## src/rtl/dma_memcyc.sv

```systemverilog
// dma_memcyc: DMA memory-cycle sequencer. Arbitrates NCH requesters
// round-robin, then runs one ADDR/DATA/END memory cycle for the winner
// with a programmable number of wait states plus external WAIT extension.
// Every output comes straight from a flop.
module dma_memcyc #(
  parameter int NCH = 2,
  parameter int WSW = 3
) (
  input  logic           CLK,
  input  logic           RESETL,
  input  logic [NCH-1:0] REQ,
  input  logic [NCH-1:0] WR,
  input  logic           BAK,
  input  logic           WAIT,
  input  logic [WSW-1:0] WSCNT,
  output logic [NCH-1:0] GNT,
  output logic           MREQL,
  output logic           CYCL,
  output logic           RDL,
  output logic           WRL,
  output logic           DONE,
  output logic           BUSY
);

  typedef enum logic [2:0] {
    S_IDLE,
    S_ARB,
    S_ADDR,
    S_DATA,
    S_END
  } state_t;

  localparam logic [NCH-1:0] ONE = NCH'(1);
  // "Last granted" is held one-hot; resetting it to the top channel makes
  // the first search begin at channel 0.
  localparam logic [NCH-1:0] LAST_RST = ONE << (NCH - 1);

  state_t         state_q, state_d;
  logic [NCH-1:0] gnt_q, gnt_d;
  logic [NCH-1:0] last_q, last_d;
  logic [WSW-1:0] cnt_q, cnt_d;
  logic           wr_q, wr_d;
  logic [NCH-1:0] above;
  logic [NCH-1:0] pick;
  logic           start;
  logic           mreql_q, cycl_q, rdl_q, wrl_q, done_q, busy_q;

  assign start = (|REQ) & BAK & ~WAIT;

  // Round-robin pick: lowest requester above the last grant, else wrap to lowest overall.
  always_comb begin
    above = REQ & ~(last_q | (last_q - ONE));
    if (above != '0) begin
      pick = above & (~above + ONE);
    end else begin
      pick = REQ & (~REQ + ONE);
    end
  end

  // Next-state logic: cycle sequencing, grant latching and wait-state counting.
  always_comb begin
    state_d = state_q;
    gnt_d   = gnt_q;
    last_d  = last_q;
    cnt_d   = cnt_q;
    wr_d    = wr_q;
    unique case (state_q)
      S_IDLE: begin
        if (start) begin
          state_d = S_ARB;
          gnt_d   = pick;
          last_d  = pick;
        end
      end
      S_ARB: begin
        if (BAK) begin
          // Freeze direction and wait count for the whole cycle.
          state_d = S_ADDR;
          cnt_d   = WSCNT;
          wr_d    = |(WR & gnt_q);
        end else begin
          state_d = S_IDLE;
          gnt_d   = '0;
        end
      end
      S_ADDR: begin
        state_d = S_DATA;
      end
      S_DATA: begin
        // Programmed wait states first, then hold while WAIT at the final count.
        if (cnt_q != '0) begin
          cnt_d = cnt_q - WSW'(1);
        end else if (!WAIT) begin
          state_d = S_END;
        end
      end
      S_END: begin
        if (start) begin
          state_d = S_ARB;
          gnt_d   = pick;
          last_d  = pick;
        end else begin
          state_d = S_IDLE;
          gnt_d   = '0;
        end
      end
      default: begin
        state_d = S_IDLE;
        gnt_d   = '0;
      end
    endcase
  end

  // State and registered outputs, decoded from the next state so they align with it.
  always_ff @(posedge CLK) begin
    if (!RESETL) begin
      state_q <= S_IDLE;
      gnt_q   <= '0;
      last_q  <= LAST_RST;
      cnt_q   <= '0;
      wr_q    <= 1'b0;
      mreql_q <= 1'b1;
      cycl_q  <= 1'b1;
      rdl_q   <= 1'b1;
      wrl_q   <= 1'b1;
      done_q  <= 1'b0;
      busy_q  <= 1'b0;
    end else begin
      state_q <= state_d;
      gnt_q   <= gnt_d;
      last_q  <= last_d;
      cnt_q   <= cnt_d;
      wr_q    <= wr_d;
      mreql_q <= (state_d != S_ADDR);
      cycl_q  <= !((state_d == S_ADDR) || (state_d == S_DATA));
      rdl_q   <= !((state_d == S_DATA) && !wr_d);
      wrl_q   <= !((state_d == S_DATA) && wr_d);
      done_q  <= (state_d == S_END);
      busy_q  <= (state_d != S_IDLE);
    end
  end

  assign GNT   = gnt_q;
  assign MREQL = mreql_q;
  assign CYCL  = cycl_q;
  assign RDL   = rdl_q;
  assign WRL   = wrl_q;
  assign DONE  = done_q;
  assign BUSY  = busy_q;

endmodule

```

## config.mk

```make
export PLATFORM = sky130hd
export DESIGN_NAME = dma_memcyc
export DESIGN_NICKNAME = d
export VERILOG_FILES = /design/src/rtl/dma_memcyc.sv
export SDC_FILE = /design/constraint.sdc
export NUM_CORES = 1
export LEC_CHECK = 0
export ABC_AREA = 1
export BUFFER_PORTS_ARGS = -buffer_cell sky130_fd_sc_hd__buf_2
export CORE_UTILIZATION = 50
export CTS_BUF_LIST = sky130_fd_sc_hd__clkbuf_8
export DETAILED_ROUTE_END_ITERATION = 12
export PLACE_DENSITY = 0.75
export SLEW_MARGIN = 20
export SYNTH_ARGS = -nofsm -noshare
export SYNTH_HDL_FRONTEND = slang
export SYNTH_SLANG_ARGS = --single-unit
export TNS_END_PERCENT = 1
```

## constraint.sdc

```tcl
create_clock -name CLK -period 1.37 [get_ports CLK]
set_clock_uncertainty 0.15 [all_clocks]
set_input_delay 0.2055 -clock CLK [delete_from_list [all_inputs] [get_ports CLK]]
set_output_delay 0.2055 -clock CLK [all_outputs]
set_load 0.05 [all_outputs]
```

==> results.py <==
metrics = {
    "floorplanning": {
        "dieArea_sq_um": 1760,
        "start_util": 0.535,
        "die_h_microns": 41.9,
        "core-area_sq_um": 1490,
        "fp-row-count": 14,
        "io_pins": 19,
        "die_w_microns": 41.9,
    },
    "detailed_routing": {
        "post_drt_wl_per_cell_microns": 10.5,
        "vias": 721,
        "drt-initial-drc-count": 18,
        "firstDrtPassIters": 4,
        "wl_mm": 1.57,
        "drc_errors": 0,
        "drt-vias-per-instance": 4.81,
        "antenna_left": 0,
    },
    "synth": {
        "postSynthAreaPerCell_sq_um": 7.05,
        "synth_seq_area_share": 0.427,
        "synth_nets": 126,
        "ys_warn_count": 0,
        "syn_area_sq_um": 797,
        "netlist_instances": 113,
        "synth_cell_type_count": 18,
        "ys_ff_latch": 17,
    },
    "sta": {
        "fin_crit_sh": 0.927,
        "timing.setup.tns_ps": 0,
        "finalHoldViolations": 0,
        "setup_slack_ps": 100,
        "tightest_slew_ps": 253,
        "setup_viol": 0,
        "finalCriticalPeriod_ps": 1270,
        "max_slew_margin": 0.833,
        "max_freq_mhz": 788,
        "slew_violations": 0,
    },
    "clocking": {
        "clock_latency_ps": 250,
        "post_cts.repair.setup_buffers": 0,
        "cts.reportedPaths.clkPinSlew_ps": 60,
        "cts_buffers": 3,
        "cts_tree": "done",
        "clock_path_buffers": 2,
        "clockRootBuffer": "clkbuf_8",
        "htree_levels": 1,
        "cts_hold_repair.buffers": 0,
        "cts_num_sinks": 17,
    },
    "grt": {
        "grt.overflow.total": 0,
        "grt_max_degree": 11,
        "grt_pass1_wl_mm": 2.66,
        "antenna_found_initial": 0,
        "track_usage": 0.198,
        "grt_pass1_vias": 657,
    },
    "placement": {
        "place_area_sq_um": 896,
        "dp_hpwl_mm": 1.21,
        "numPortBuffers": 18,
        "dp_slack_ps": -10.1,
        "gp_congestion": 0.810,
    },
    "job": {
        "maxCapViolations": 0,
    },
    "setup_path": {
        "cp-startpoint": "cnt_q[1]$_SDFFE_PN0P_",
        "worstSetupEndpointType": "flip-flop",
        "path_max_fanout": 4,
        "path_class": "flip-flop to flip-flop",
        "r2r-start": "cnt_q[1]$_SDFFE_PN0P_",
        "r2r_cells": 7,
        "reg2reg_to": "BUSY$_SDFF_PN0_",
        "regToRegSetupSlack_ps": 100,
        "start_kind": "flip-flop",
        "required_ps": 1360,
        "arrival_ps": 1260,
        "cp-endpoint": "BUSY$_SDFF_PN0_",
    },
    "cells_and_area": {
        "syn2layout_area_growth_pct": 22.9,
        "regArea_sq_um": 343,
        "antenna_cells": 0,
        "nets": 148,
        "multi_input_area_sq_um": 392,
        "finalInstanceArea_sq_um": 980,
        "fill_cells": 136,
        "final_layout_size_suffix_gt1_frac": 0.291,
    },
    "pwr": {
        "leakage_nw": 0.528,
        "power-per-cell-area_nw_per_um2": 1080,
        "total_power_mw": 1.06,
        "peakVddDrop_uv": 893,
    },
    "min_path": {
        "hp-class": "input pin to flip-flop",
    },
    "status": {
        "status": "completed",
    },
}
## per-stage QoR
| stage | instances | utilization | hold WS (ps) |
|---|---|---|---|
| 3_3_place_gp | 146 | 0.602 | 310 |
| 4_1_cts | 150 | 0.632 | 74.0 |
| 5_1_grt | 150 | 0.658 | 91.7 |
| 3_5_place_dp | 146 | 0.602 | 324 |
| 2_1_floorplan | 113 | - | 245 |
| 6_report | 150 | 0.658 | 74.1 |
## power by group
part           total (mW)  internal, mW  switching (mW)
logic               0.168        0.0562           0.112
registers           0.528         0.515          0.0126
clock network       0.366         0.199           0.167
## kinds of logic after synthesis
kind of cell	synth area share
adder cells (fa/ha/maj)	0.0314
AO/OA/AOI/OAI	0.0989
XOR/XNOR	0.0110
AND/OR/NAND/NOR	0.305
buffers and inverters	0.127
flip-flops	0.427
## cells in the mapped netlist
library cell  count  area share
a21oi_1           7       0.044
o21ai_2           1       0.011
o21ai_0           4       0.025
inv_1            21       0.099
nand2_2           1      0.0079
nand4_1           1      0.0079
buf_6             1       0.014
nor2_4            1       0.014
nand3_2           3       0.038
nand2_1          29        0.14
a21oi_2           1       0.011
nor2_1           12       0.057
ha_1              2       0.031
nand3_1           7       0.044
inv_2             3       0.014
dfxtp_1          17        0.43
xnor2_1           1       0.011
a31oi_1           1      0.0079
## per-layer routing
metal,up-vias,wire length [microns],global-route usage
met4,0,19,0.0774
met2,20,822,0.334
li1,389,-,-
met5,-,0,0
met3,2,65,0.0391
met1,310,664,0.245
## layout make-up
cell class | count | share of cell area
sequential | 17 | 0.350
tap | 16 | 0.0204
inverter | 24 | 0.0920
timing repair buffer | 18 | 0.0920
clock inverter | 1 | 0.00383
clock buffer | 3 | 0.0421
multi-input combinational | 71 | 0.400
## critical path, stage by stage, from the launching register on
cell,delay (ps)
dfxtp_1,300
inv_2,80
ha_4,140
nand2_4,70
o21ai_4,200
nand3_2,70
nand2_1,70
nand2_1,60
## state kept, by name, summed over array words and instances (netlist names)
signal   flops
wr_q         1
cnt_q        3
GNT          2
last_q       2
RDL          1
WRL          1
state_q      3
BUSY         1
MREQL        1
CYCL         1
DONE         1
## what timing repair did
action,CTS,global route
gates resized for setup,0,11
pin swaps,1,3
endpoints found under the setup margin,1,7
cloned,0,0
## worst min path at each step
stage,startpoint,end,slack [ps],cells after the start
2_1_floorplan,BAK,MREQL$_SDFF_PN1_,250,3
3_3_place_gp,last_q[1]$_SDFFE_PN1P_,last_q[1]$_SDFFE_PN1P_,310,2
3_5_place_dp,last_q[1]$_SDFFE_PN1P_,last_q[1]$_SDFFE_PN1P_,320,2
4_1_cts,RESETL,MREQL$_SDFF_PN1_,70,2
5_1_grt,RESETL,MREQL$_SDFF_PN1_,90,2
6_report,RESETL,MREQL$_SDFF_PN1_,70,2
## cell usage in the layout (no fill, tap or decap)
master	instances
clkbuf_8	3
nand2_4	1
a21oi_1	6
ha_1	1
dfxtp_2	2
nor2_1	12
ha_4	1
inv_2	5
nand4_1	1
nor2_4	1
nand2_2	1
a31oi_1	1
a21oi_2	2
nand3_2	4
inv_1	20
xnor2_1	1
nand3_1	6
o21ai_4	1
nand2_1	28
buf_2	18
dfxtp_1	15
o21ai_0	4
(Power assumes the default switching activity.)
